===== src/rtl/mesh_link_buf_if.sv =====
// Link bundle between two mesh tiles (A and B) and the buffer between them.
// The master modport is the tile side, the slave modport is the buffer.
interface mesh_link_buf_if #(
    parameter int WIDTH = 32,
    parameter int DEPTH = 2
);
    localparam int CW = $clog2(DEPTH + 1);

    // Tile A side
    logic [WIDTH-1:0] send_data_A;
    logic             send_ready_A;
    logic             send_done_A;
    logic [WIDTH-1:0] recv_data_A;
    logic             recv_ready_A;
    logic             recv_valid_A;

    // Tile B side
    logic [WIDTH-1:0] send_data_B;
    logic             send_ready_B;
    logic             send_done_B;
    logic [WIDTH-1:0] recv_data_B;
    logic             recv_ready_B;
    logic             recv_valid_B;

    // Occupancy of each direction
    logic [CW-1:0]    count_AB;
    logic [CW-1:0]    count_BA;

    modport master (
        output send_data_A, send_ready_A, recv_ready_A,
        output send_data_B, send_ready_B, recv_ready_B,
        input  send_done_A, recv_data_A, recv_valid_A,
        input  send_done_B, recv_data_B, recv_valid_B,
        input  count_AB, count_BA
    );

    modport slave (
        input  send_data_A, send_ready_A, recv_ready_A,
        input  send_data_B, send_ready_B, recv_ready_B,
        output send_done_A, recv_data_A, recv_valid_A,
        output send_done_B, recv_data_B, recv_valid_B,
        output count_AB, count_BA
    );
endinterface


===== src/rtl/mesh_link_buf.sv =====
// Bidirectional mesh link buffer: two independent FIFOs (A->B and B->A).
// Each FIFO accepts a push only when not full (judged on registered count,
// so a same-cycle pop never frees a slot early) and presents its head word
// from storage, giving one cycle of latency and no combinational paths
// between the sender and receiver sides.

module mesh_link_fifo #(
    parameter int WIDTH = 32,
    parameter int DEPTH = 2,
    localparam int CW   = $clog2(DEPTH + 1)
) (
    input  logic             CLK,
    input  logic             nRST,
    input  logic [WIDTH-1:0] send_data,
    input  logic             send_ready,
    output logic             send_done,
    output logic [WIDTH-1:0] recv_data,
    input  logic             recv_ready,
    output logic             recv_valid,
    output logic [CW-1:0]    count
);
    localparam int PW = $clog2(DEPTH);

    logic [WIDTH-1:0] mem [DEPTH];
    logic [PW-1:0]    wr_ptr;
    logic [PW-1:0]    rd_ptr;
    logic [CW-1:0]    count_q;
    logic             push;
    logic             pop;

    // Push is gated by reset so send_done stays low while nRST is asserted.
    assign push       = send_ready & nRST & (count_q < CW'(DEPTH));
    assign pop        = recv_ready & (count_q != '0);
    assign send_done  = push;
    assign recv_valid = (count_q != '0);
    assign recv_data  = mem[rd_ptr];
    assign count      = count_q;

    function automatic logic [PW-1:0] next_ptr(input logic [PW-1:0] p);
        return (p == PW'(DEPTH - 1)) ? '0 : p + PW'(1);
    endfunction

    // Pointer and occupancy bookkeeping.
    // NOTE: sequential state uses non-blocking assignments so every register
    // samples pre-edge values regardless of statement order.
    always_ff @(posedge CLK or negedge nRST) begin
        if (!nRST) begin
            wr_ptr  <= '0;
            rd_ptr  <= '0;
            count_q <= '0;
        end else begin
            if (push) wr_ptr <= next_ptr(wr_ptr);
            if (pop)  rd_ptr <= next_ptr(rd_ptr);
            unique case ({push, pop})
                2'b10:   count_q <= count_q + CW'(1);
                2'b01:   count_q <= count_q - CW'(1);
                default: count_q <= count_q;
            endcase
        end
    end

    // Word storage.
    // NOTE: storage is deliberately not reset; count/pointers alone define
    // which entries are valid, and a reset-free array maps onto plain RAM.
    always_ff @(posedge CLK) begin
        if (push) mem[wr_ptr] <= send_data;
    end
endmodule

module mesh_link_buf #(
    parameter int WIDTH = 32,
    parameter int DEPTH = 2
) (
    input  logic CLK,
    input  logic nRST,
    mesh_link_buf_if.slave link
);
    // A sends, B receives
    mesh_link_fifo #(.WIDTH(WIDTH), .DEPTH(DEPTH)) u_ab (
        .CLK        (CLK),
        .nRST       (nRST),
        .send_data  (link.send_data_A),
        .send_ready (link.send_ready_A),
        .send_done  (link.send_done_A),
        .recv_data  (link.recv_data_B),
        .recv_ready (link.recv_ready_B),
        .recv_valid (link.recv_valid_B),
        .count      (link.count_AB)
    );

    // B sends, A receives
    mesh_link_fifo #(.WIDTH(WIDTH), .DEPTH(DEPTH)) u_ba (
        .CLK        (CLK),
        .nRST       (nRST),
        .send_data  (link.send_data_B),
        .send_ready (link.send_ready_B),
        .send_done  (link.send_done_B),
        .recv_data  (link.recv_data_A),
        .recv_ready (link.recv_ready_A),
        .recv_valid (link.recv_valid_A),
        .count      (link.count_BA)
    );
endmodule


===== src/flat_wrapper.sv =====
// flat-port wrapper written by rule: the top's interface ports become plain ports
module mesh_link_buf_flat 
#(
    parameter int WIDTH = 32,
    parameter int DEPTH = 2
)
  (CLK, nRST, link_send_data_A, link_send_ready_A, link_recv_ready_A, link_send_data_B, link_send_ready_B, link_recv_ready_B, link_send_done_A, link_recv_data_A, link_recv_valid_A, link_send_done_B, link_recv_data_B, link_recv_valid_B, link_count_AB, link_count_BA);
  mesh_link_buf_if #(.WIDTH(WIDTH), .DEPTH(DEPTH)) link_i ();
  input  logic CLK;
  input  logic nRST;
  input wire logic [$bits(link_i.send_data_A)-1:0] link_send_data_A;
  input wire logic [$bits(link_i.send_ready_A)-1:0] link_send_ready_A;
  input wire logic [$bits(link_i.recv_ready_A)-1:0] link_recv_ready_A;
  input wire logic [$bits(link_i.send_data_B)-1:0] link_send_data_B;
  input wire logic [$bits(link_i.send_ready_B)-1:0] link_send_ready_B;
  input wire logic [$bits(link_i.recv_ready_B)-1:0] link_recv_ready_B;
  output wire logic [$bits(link_i.send_done_A)-1:0] link_send_done_A;
  output wire logic [$bits(link_i.recv_data_A)-1:0] link_recv_data_A;
  output wire logic [$bits(link_i.recv_valid_A)-1:0] link_recv_valid_A;
  output wire logic [$bits(link_i.send_done_B)-1:0] link_send_done_B;
  output wire logic [$bits(link_i.recv_data_B)-1:0] link_recv_data_B;
  output wire logic [$bits(link_i.recv_valid_B)-1:0] link_recv_valid_B;
  output wire logic [$bits(link_i.count_AB)-1:0] link_count_AB;
  output wire logic [$bits(link_i.count_BA)-1:0] link_count_BA;
  assign link_i.send_data_A = link_send_data_A;
  assign link_i.send_ready_A = link_send_ready_A;
  assign link_i.recv_ready_A = link_recv_ready_A;
  assign link_i.send_data_B = link_send_data_B;
  assign link_i.send_ready_B = link_send_ready_B;
  assign link_i.recv_ready_B = link_recv_ready_B;
  assign link_send_done_A = link_i.send_done_A;
  assign link_recv_data_A = link_i.recv_data_A;
  assign link_recv_valid_A = link_i.recv_valid_A;
  assign link_send_done_B = link_i.send_done_B;
  assign link_recv_data_B = link_i.recv_data_B;
  assign link_recv_valid_B = link_i.recv_valid_B;
  assign link_count_AB = link_i.count_AB;
  assign link_count_BA = link_i.count_BA;
  mesh_link_buf #(.WIDTH(WIDTH), .DEPTH(DEPTH)) u_core (.CLK(CLK), .nRST(nRST), .link(link_i));
endmodule

===== config.mk =====
export PLATFORM = sky130hd
export DESIGN_NAME = mesh_link_buf_flat
export DESIGN_NICKNAME = d
export VERILOG_FILES = /design/src/rtl/mesh_link_buf_if.sv /design/src/rtl/mesh_link_buf.sv /design/src/flat_wrapper.sv
export SDC_FILE = /design/constraint.sdc
export NUM_CORES = 1
export LEC_CHECK = 0
export BUFFER_PORTS_ARGS = -buffer_cell sky130_fd_sc_hd__buf_2
export CAP_MARGIN = 15
export CORE_UTILIZATION = 52
export DETAILED_ROUTE_END_ITERATION = 7
export MAX_ROUTING_LAYER = met4
export PLACE_DENSITY = 0.76
export RECOVER_POWER = 50
export SLEW_MARGIN = 15
export SYNTH_ARGS = -nofsm -noshare
export SYNTH_HDL_FRONTEND = slang
export SYNTH_SLANG_ARGS = --single-unit

===== constraint.sdc =====
create_clock -name CLK -period 3.49 [get_ports CLK]
set_input_delay 0.349 -clock CLK [delete_from_list [all_inputs] [get_ports CLK]]
set_output_delay 0.349 -clock CLK [all_outputs]
set_load 0.01 [all_outputs]

==> reports/qor.csv, run 1 <==
metric,value,unit
vdd_drop_max,0.000577,V
drc_errors,0,
viasPerCell,4.80,
totalNegativeSetupSlack,0,ns
dpl.cell_count,504,
hold_slack,0.0295,ns
ioPinCount,142,
worstSetupEndpointType,flip-flop,
ff_latch_area,4050,µm²
clk_latency,0.50,ns
antenna_found_initial,0,
num-nets-final,463,
hold_path.class,input port to flip-flop,
synth-seq-area-share,0.765,
rr_worst_depth,4,
multi_input_area,1140,µm²
grt_pass1_wl,12700,µm
finalNonFillerCells,537,
die_width,103,µm
p_leak,2.59,nW
final_antenna_net_count,0,
post-route-period-util,0.709,
io_buffers,141,
drt-pass1-iter-count,4,
insertedDiodeCount,0,
worstHoldStart,link_send_data_A[20],
hold_end,u_core.u_ab.mem[1][20],
core_area,9820,µm²
synth_fa_ha_area_frac,0.00473,
slew_headroom,0.313,
startpoint,nRST,
r2r_slack,1.44,ns
avgRoutedWirePerCell,16.2,µm
syn_to_final_growth,25.4,%
min_path_cells,1,
initial_core_util,0.538,
hold_violations,0,
htreeDepth,4,
post-dp-hpwl,5800,µm
maxSlewViolCount,0,
place.gp.congestion,0.712,
synth_area_per_cell,22.2,µm²
postSynthCellCount,238,
cts.path.max_buffers,2,
period_minus_slack,2.48,ns
cts.sinks,136,
post_cts_resized,0,
fillers,707,
finalSetupViolations,0,
grt_pass1_vias,2677,
track_usage,0.174,
cts_buffers,17,
clock_skew,0.00467,ns
yosysTopAreaCellShare,0.727,
worstSetupPathType,input port to flip-flop,
muxShareOfSynthArea,0.178,
rr_endpoint,u_core.u_ab.mem[1][5],
finalPower,5.28,mW
critPathMaxFanout,32,
finalWirelength,8680,µm
ys_ff_latch,136,
synth_top_family_by_area,multiplexers,
synth_top_cell_by_area,edfxtp_1,
yosys_warnings,0,
num_vias,2575,
syn-num-nets,310,
worst_pin_slew,1.03,ns
power.density,796,nW/µm²
rows,36,
drt_iter0_drc,54,
grt_max_degree,34,
cts_tree,yes,
status,finished clean,
ys_top_cells_by_area,"edfxtp_1 (73%), mux2_4 (16%), dfrtp_1 (3.8%)",
regToRegStartpoint,u_core.u_ab.count[1],
synth-simple-area-share,0.0156,
fmax,0.404,GHz
worstPathArrival,2.61,ns
dieArea,10600,µm²
startpoint_type,input port,
rsz0062_at_grt,no,
grt_overflow,0,
clk_pin_slew,0.06,ns
die_h,103,µm
synth_xor_area_frac,0.0166,
syn_area,5290,µm²
yosys.cell_types.count,16,
cp.required,3.62,ns
max_cap_violations,0,
drive_above_1_share,0.510,
synth_compound_area_frac,0,
cts_root_buf,clkbuf_8,
[worst max path at each step]
stage / slack, ns / cells past startpoint / to
3_5_place_dp: 1.37 / 4 / u_core.u_ab.mem[0][8]
2_1_floorplan: 0.91 / 3 / u_core.u_ab.mem[0][0]
3_3_place_gp: 1.42 / 4 / u_core.u_ab.mem[0][12]
5_1_grt: 0.84 / 7 / u_core.u_ab.mem[1][15]
4_1_cts: 0.98 / 2 / link_recv_data_B[2]
6_report: 1.01 / 7 / u_core.u_ab.mem[1][5]
[flip-flops by register name (all words and copies together), names as in the netlist]
name                cells
u_core.u_ba.count       2
u_core.u_ba.rd_ptr      1
u_core.u_ba.wr_ptr      1
u_core.u_ab.mem        64
u_core.u_ab.rd_ptr      1
u_core.u_ab.wr_ptr      1
u_core.u_ba.mem        64
u_core.u_ab.count       2
[cell usage after synthesis]
master / number
dfrtp_1: 8
and2_4: 2
or2_1: 2
or2_4: 2
nor2_1: 4
buf_2: 2
xnor2_1: 6
ha_1: 2
mux2_2: 6
edfxtp_1: 128
buf_6: 8
and2_1: 2
inv_2: 2
xor2_1: 4
mux2_4: 58
nand2_1: 2
[worst max-delay path, cell delays in order]
cell and delay [ns]:
dlygate4sd3_1 0.52, clkbuf_1 0.41, nand2_1 0.08, or2_0 0.34, clkinv_1 0.11, and2_1 0.13
clkbuf_2 0.66
[cells in the final DEF, fill, tap and decap left out, types with 2 or more instances in the layout]
cell,count
clkinv_4,3
clkbuf_1,40
dfrtp_2,2
clkbuf_16,16
xor2_1,4
or2_0,3
clkbuf_8,2
clkinvlp_4,2
mux2_2,6
dfrtp_1,6
ha_1,2
and2_1,2
nor2_1,2
buf_2,102
mux2_4,58
edfxtp_1,128
clkinv_2,4
and2_4,2
nand2_1,2
bufinv_16,3
xnor2_1,6
nor2_4,2
[per-stage QoR]
step                      setup slack, ns  utilization  area (µm²)
after CTS                           0.976        0.681        6690
after global placement               1.42        0.620        6090
after detailed placement             1.37        0.620        6090
after global routing                0.836        0.675        6630
after floorplan                     0.911            -        5290
final                                1.01        0.675        6630
[routing by layer]
layer	up-vias	track usage	part of all wire
li1	1227	-	-
met2	86	0.296	0.54
met1	1242	0.185	0.39
met3	20	0.0461	0.042
met5	-	-	0
met4	0	0.0943	0.027
[logic make-up after synthesis]
group         Yosys count
simple gates           14
mux                    64
buf+inv                12
xor+xnor               10
fa+ha+maj               2
flops                 136
[power breakdown]
part | internal (mW) | leakage (nW) | switching [mW]
logic | 0.757 | 1.05 | 0.492
clock network | 1.10 | 0.285 | 0.625
registers | 2.01 | 1.26 | 0.284
[cell type report]
cell class                      instances  share of cell area
Clock buffer                           20              0.0657
Clock inverter                         12              0.0228
Inverter                                2             0.00113
Multi-Input combinational cell         90               0.172
Sequential cell                       136               0.610
Tap cell                              133              0.0251
Timing Repair Buffer                  144               0.102
[repair_timing]
| item | CTS | global route |
|---|---|---|
| endpoints found under the hold margin | 8 | 0 |
| hold buffers | 1 | 0 |
| setup buffers | 0 | 0 |
| endpoints found under the setup margin | 0 | 0 |
No activity file was read; power rests on OpenSTA's default activity.
==> inputs of run 2 (changes only) <==
--- a/config.mk
+++ b/config.mk
@@ -5,6 +5,7 @@
 export SDC_FILE = /design/constraint.sdc
 export NUM_CORES = 1
 export LEC_CHECK = 0
+export ABC_AREA = 1
 export BUFFER_PORTS_ARGS = -buffer_cell sky130_fd_sc_hd__buf_2
 export CAP_MARGIN = 15
 export CORE_UTILIZATION = 52
==> constraint.sdc (replaced) <==
create_clock -name CLK -period 2.28 [get_ports CLK]
set_input_delay 0.228 -clock CLK [delete_from_list [all_inputs] [get_ports CLK]]
set_output_delay 0.228 -clock CLK [all_outputs]
set_load 0.01 [all_outputs]
==> reports/qor.csv, run 2 <==
metric,value,unit
cts_buffers,17,
power.density,1160,nW/µm²
num_vias,3733,
synth-edff-count,128,
switching_share,0.340,
ys.flop_type,edfxtp_1,
cts.path.max_buffers,2,
grt_overflow,0,
dieArea,10500,µm²
worstSetupEndpointType,output port,
track_usage,0.244,
yosys.cell_types.count,17,
ioPinCount,142,
antenna_found_initial,0,
drive_above_1_share,0.248,
viasPerCell,4.92,
switchingPower,2.86,mW
grt_max_degree,34,
ys_top_cells_by_area,"edfxtp_1 (73%), nand2_1 (13%), dfrtp_1 (3.8%)",
synthArstFlopShare,0.0588,
cts_tree,yes,
syn-num-nets,464,
cts_root_buf,clkbuf_8,
multi_input_area,988,µm²
pwr-share-clk,0.315,
period_minus_slack,2.10,ns
critPathMaxStageDelay,0.74,ns
layout_commonest_cell,nand2_1,
rsz0062_at_grt,no,
fillers,639,
finalNonFillerCells,758,
vdd_drop_max,0.000863,V
cpMostUsedCell,nand2_1,
hold_path.class,input port to flip-flop,
intPower,5.55,mW
slew_headroom,0.583,
synth_top_cell_by_area,edfxtp_1,
dpl.cell_count,659,
ys_ff_latch,136,
clock_skew,0.00790,ns
ys_top_cells_by_count,"nand2_1 (188), edfxtp_1 (128), nand2_2 (20)",
cts_setup_buffers,0,
path_delay_family,flip-flops,
max_cap_violations,0,
cp_cell_sequence,inv_8 > nand2_1 > nand2_1 > buf_2,
postSynthCellCount,392,
maxSlewViolCount,0,
final_cell_mix,"nand2_1 (188), edfxtp_1 (128), buf_2 (88)",
die_h,102,µm
io_buffers,141,
finalPower,8.41,mW
ff_latch_area,4040,µm²
drc_errors,0,
post-route-period-util,0.919,
place.gp.congestion,0.750,
fmax,0.477,GHz
avgRoutedWirePerCell,15.8,µm
yosysMostFrequentCell,nand2_1,
synth_area_per_cell,13.4,µm²
insertedDiodeCount,0,
grt_pass1_vias,3888,
reg_top3,"u_core.u_ab.mem x64, u_core.u_ba.mem x64",
totalNegativeSetupSlack,0,ns
worstPathArrival,1.87,ns
rows,36,
drt-pass1-iter-count,5,
syn_area,5240,µm²
dpl_cell_area,6040,µm²
syn_to_final_growth,38.0,%
worstSetupPathType,flip-flop to output port,
die_width,102,µm
grt_pass1_wl,17700,µm
critPathBufInv,2,
finalSetupViolations,0,
status,finished clean,
p_seq_frac,0.388,
core_area,9770,µm²
clk_latency,0.51,ns
cp.required,2.05,ns
num-nets-final,684,
worst_pin_slew,0.625,ns
yosys_warnings,0,
post-dp-hpwl,6430,µm
startpoint_type,flip-flop,
finalWirelength,12000,µm
drt_iter0_drc,195,
cp_slowest_cell,dfrtp_1,
pwr-share-comb,0.296,
initial_core_util,0.536,
cts.sinks,136,
synth-seq-area-share,0.772,
htreeDepth,4,
yosysTopAreaCellShare,0.734,
p_leak,3.04,nW
hold_violations,0,
finalInstanceArea,7230,µm²
final_antenna_net_count,0,
critPathMaxFanout,33,
clk_pin_slew,0.06,ns
[run 2: timing repair]
action / 4_1_cts / 5_1_grt
gates resized for setup: 0 / 0
hold endpoints to repair: 138 / 0
hold buffers: 67 / 0
endpoints found under the setup margin: 0 / 0
[run 2: cell type report]
cell class,instances,share of cell area
clock inverters,14,0.0223
inverters,16,0.0100
multi-input cells,226,0.137
well taps,133,0.0230
repair buffers,215,0.190
clock buffers,18,0.0578
flip-flops and latches,136,0.560
[run 2: stage by stage]
stage	hold WS (ns)	setup slack [ns]	util
floorplan	-0.0676	-0.140	-
CTS	0.0904	0.255	0.746
global placement	0.0937	0.734	0.618
finish	0.112	0.184	0.739
detailed placement	0.105	0.663	0.618
global route	0.107	0.0881	0.739
[run 2: cell families (layout without fill, tap and decap cells)]
family / after synthesis / after routing / share of synthesized area
AND/OR/NAND/NOR: 220 / 220 / 0.172
flip-flops: 136 / 136 / 0.772
buffers and inverters: 30 / 263 / 0.0445
XOR/XNOR: 4 / 4 / 0.00669
adder cells (fa/ha/maj): 2 / 2 / 0.00478
[run 2: metal layers]
metal	wire length [µm]	track usage	vias up
li1	-	-	1753
met1	4300	0.252	1774
met2	6560	0.432	188
met3	921	0.0698	18
met4	175	0.102	0
met5	0	-	-
[run 2: path summary, 6_finish.rpt]
kind,start,endpoint,slack [ns],depth (start not counted)
hold reg to reg,u_core.u_ab.count[1],u_core.u_ab.count[1],0.51,2
hold / removal,link_send_ready_A,u_core.u_ab.wr_ptr,0.11,3
min in group asynchronous,nRST,u_core.u_ab.count[1],0.22,2
setup reg to reg,u_core.u_ab.count[1],u_core.u_ab.mem[0][13],0.67,4
max in group asynchronous,nRST,u_core.u_ab.rd_ptr,1.70,2
setup / recovery,u_core.u_ba.rd_ptr,link_recv_data_A[14],0.18,4
[run 2: power by group through the flow]
stage / sequential [mW] / clock (mW) / combinational [mW]
after CTS: 3.26 / 2.68 / 2.48
final: 3.26 / 2.65 / 2.49
after detailed placement: 3.30 / 0 / 2.37
after global routing: 3.29 / 2.79 / 2.78
after floorplan: 3.26 / 0 / 1.65
after global placement: 3.29 / 0 / 2.31
[run 2: worst reg2reg max path, cell delays in order, from the launching register on]
cell and delay (ns):
dfrtp_1 0.40, inv_1 0.11, nand3_2 0.18, nor2_4 0.15, buf_4 0.41
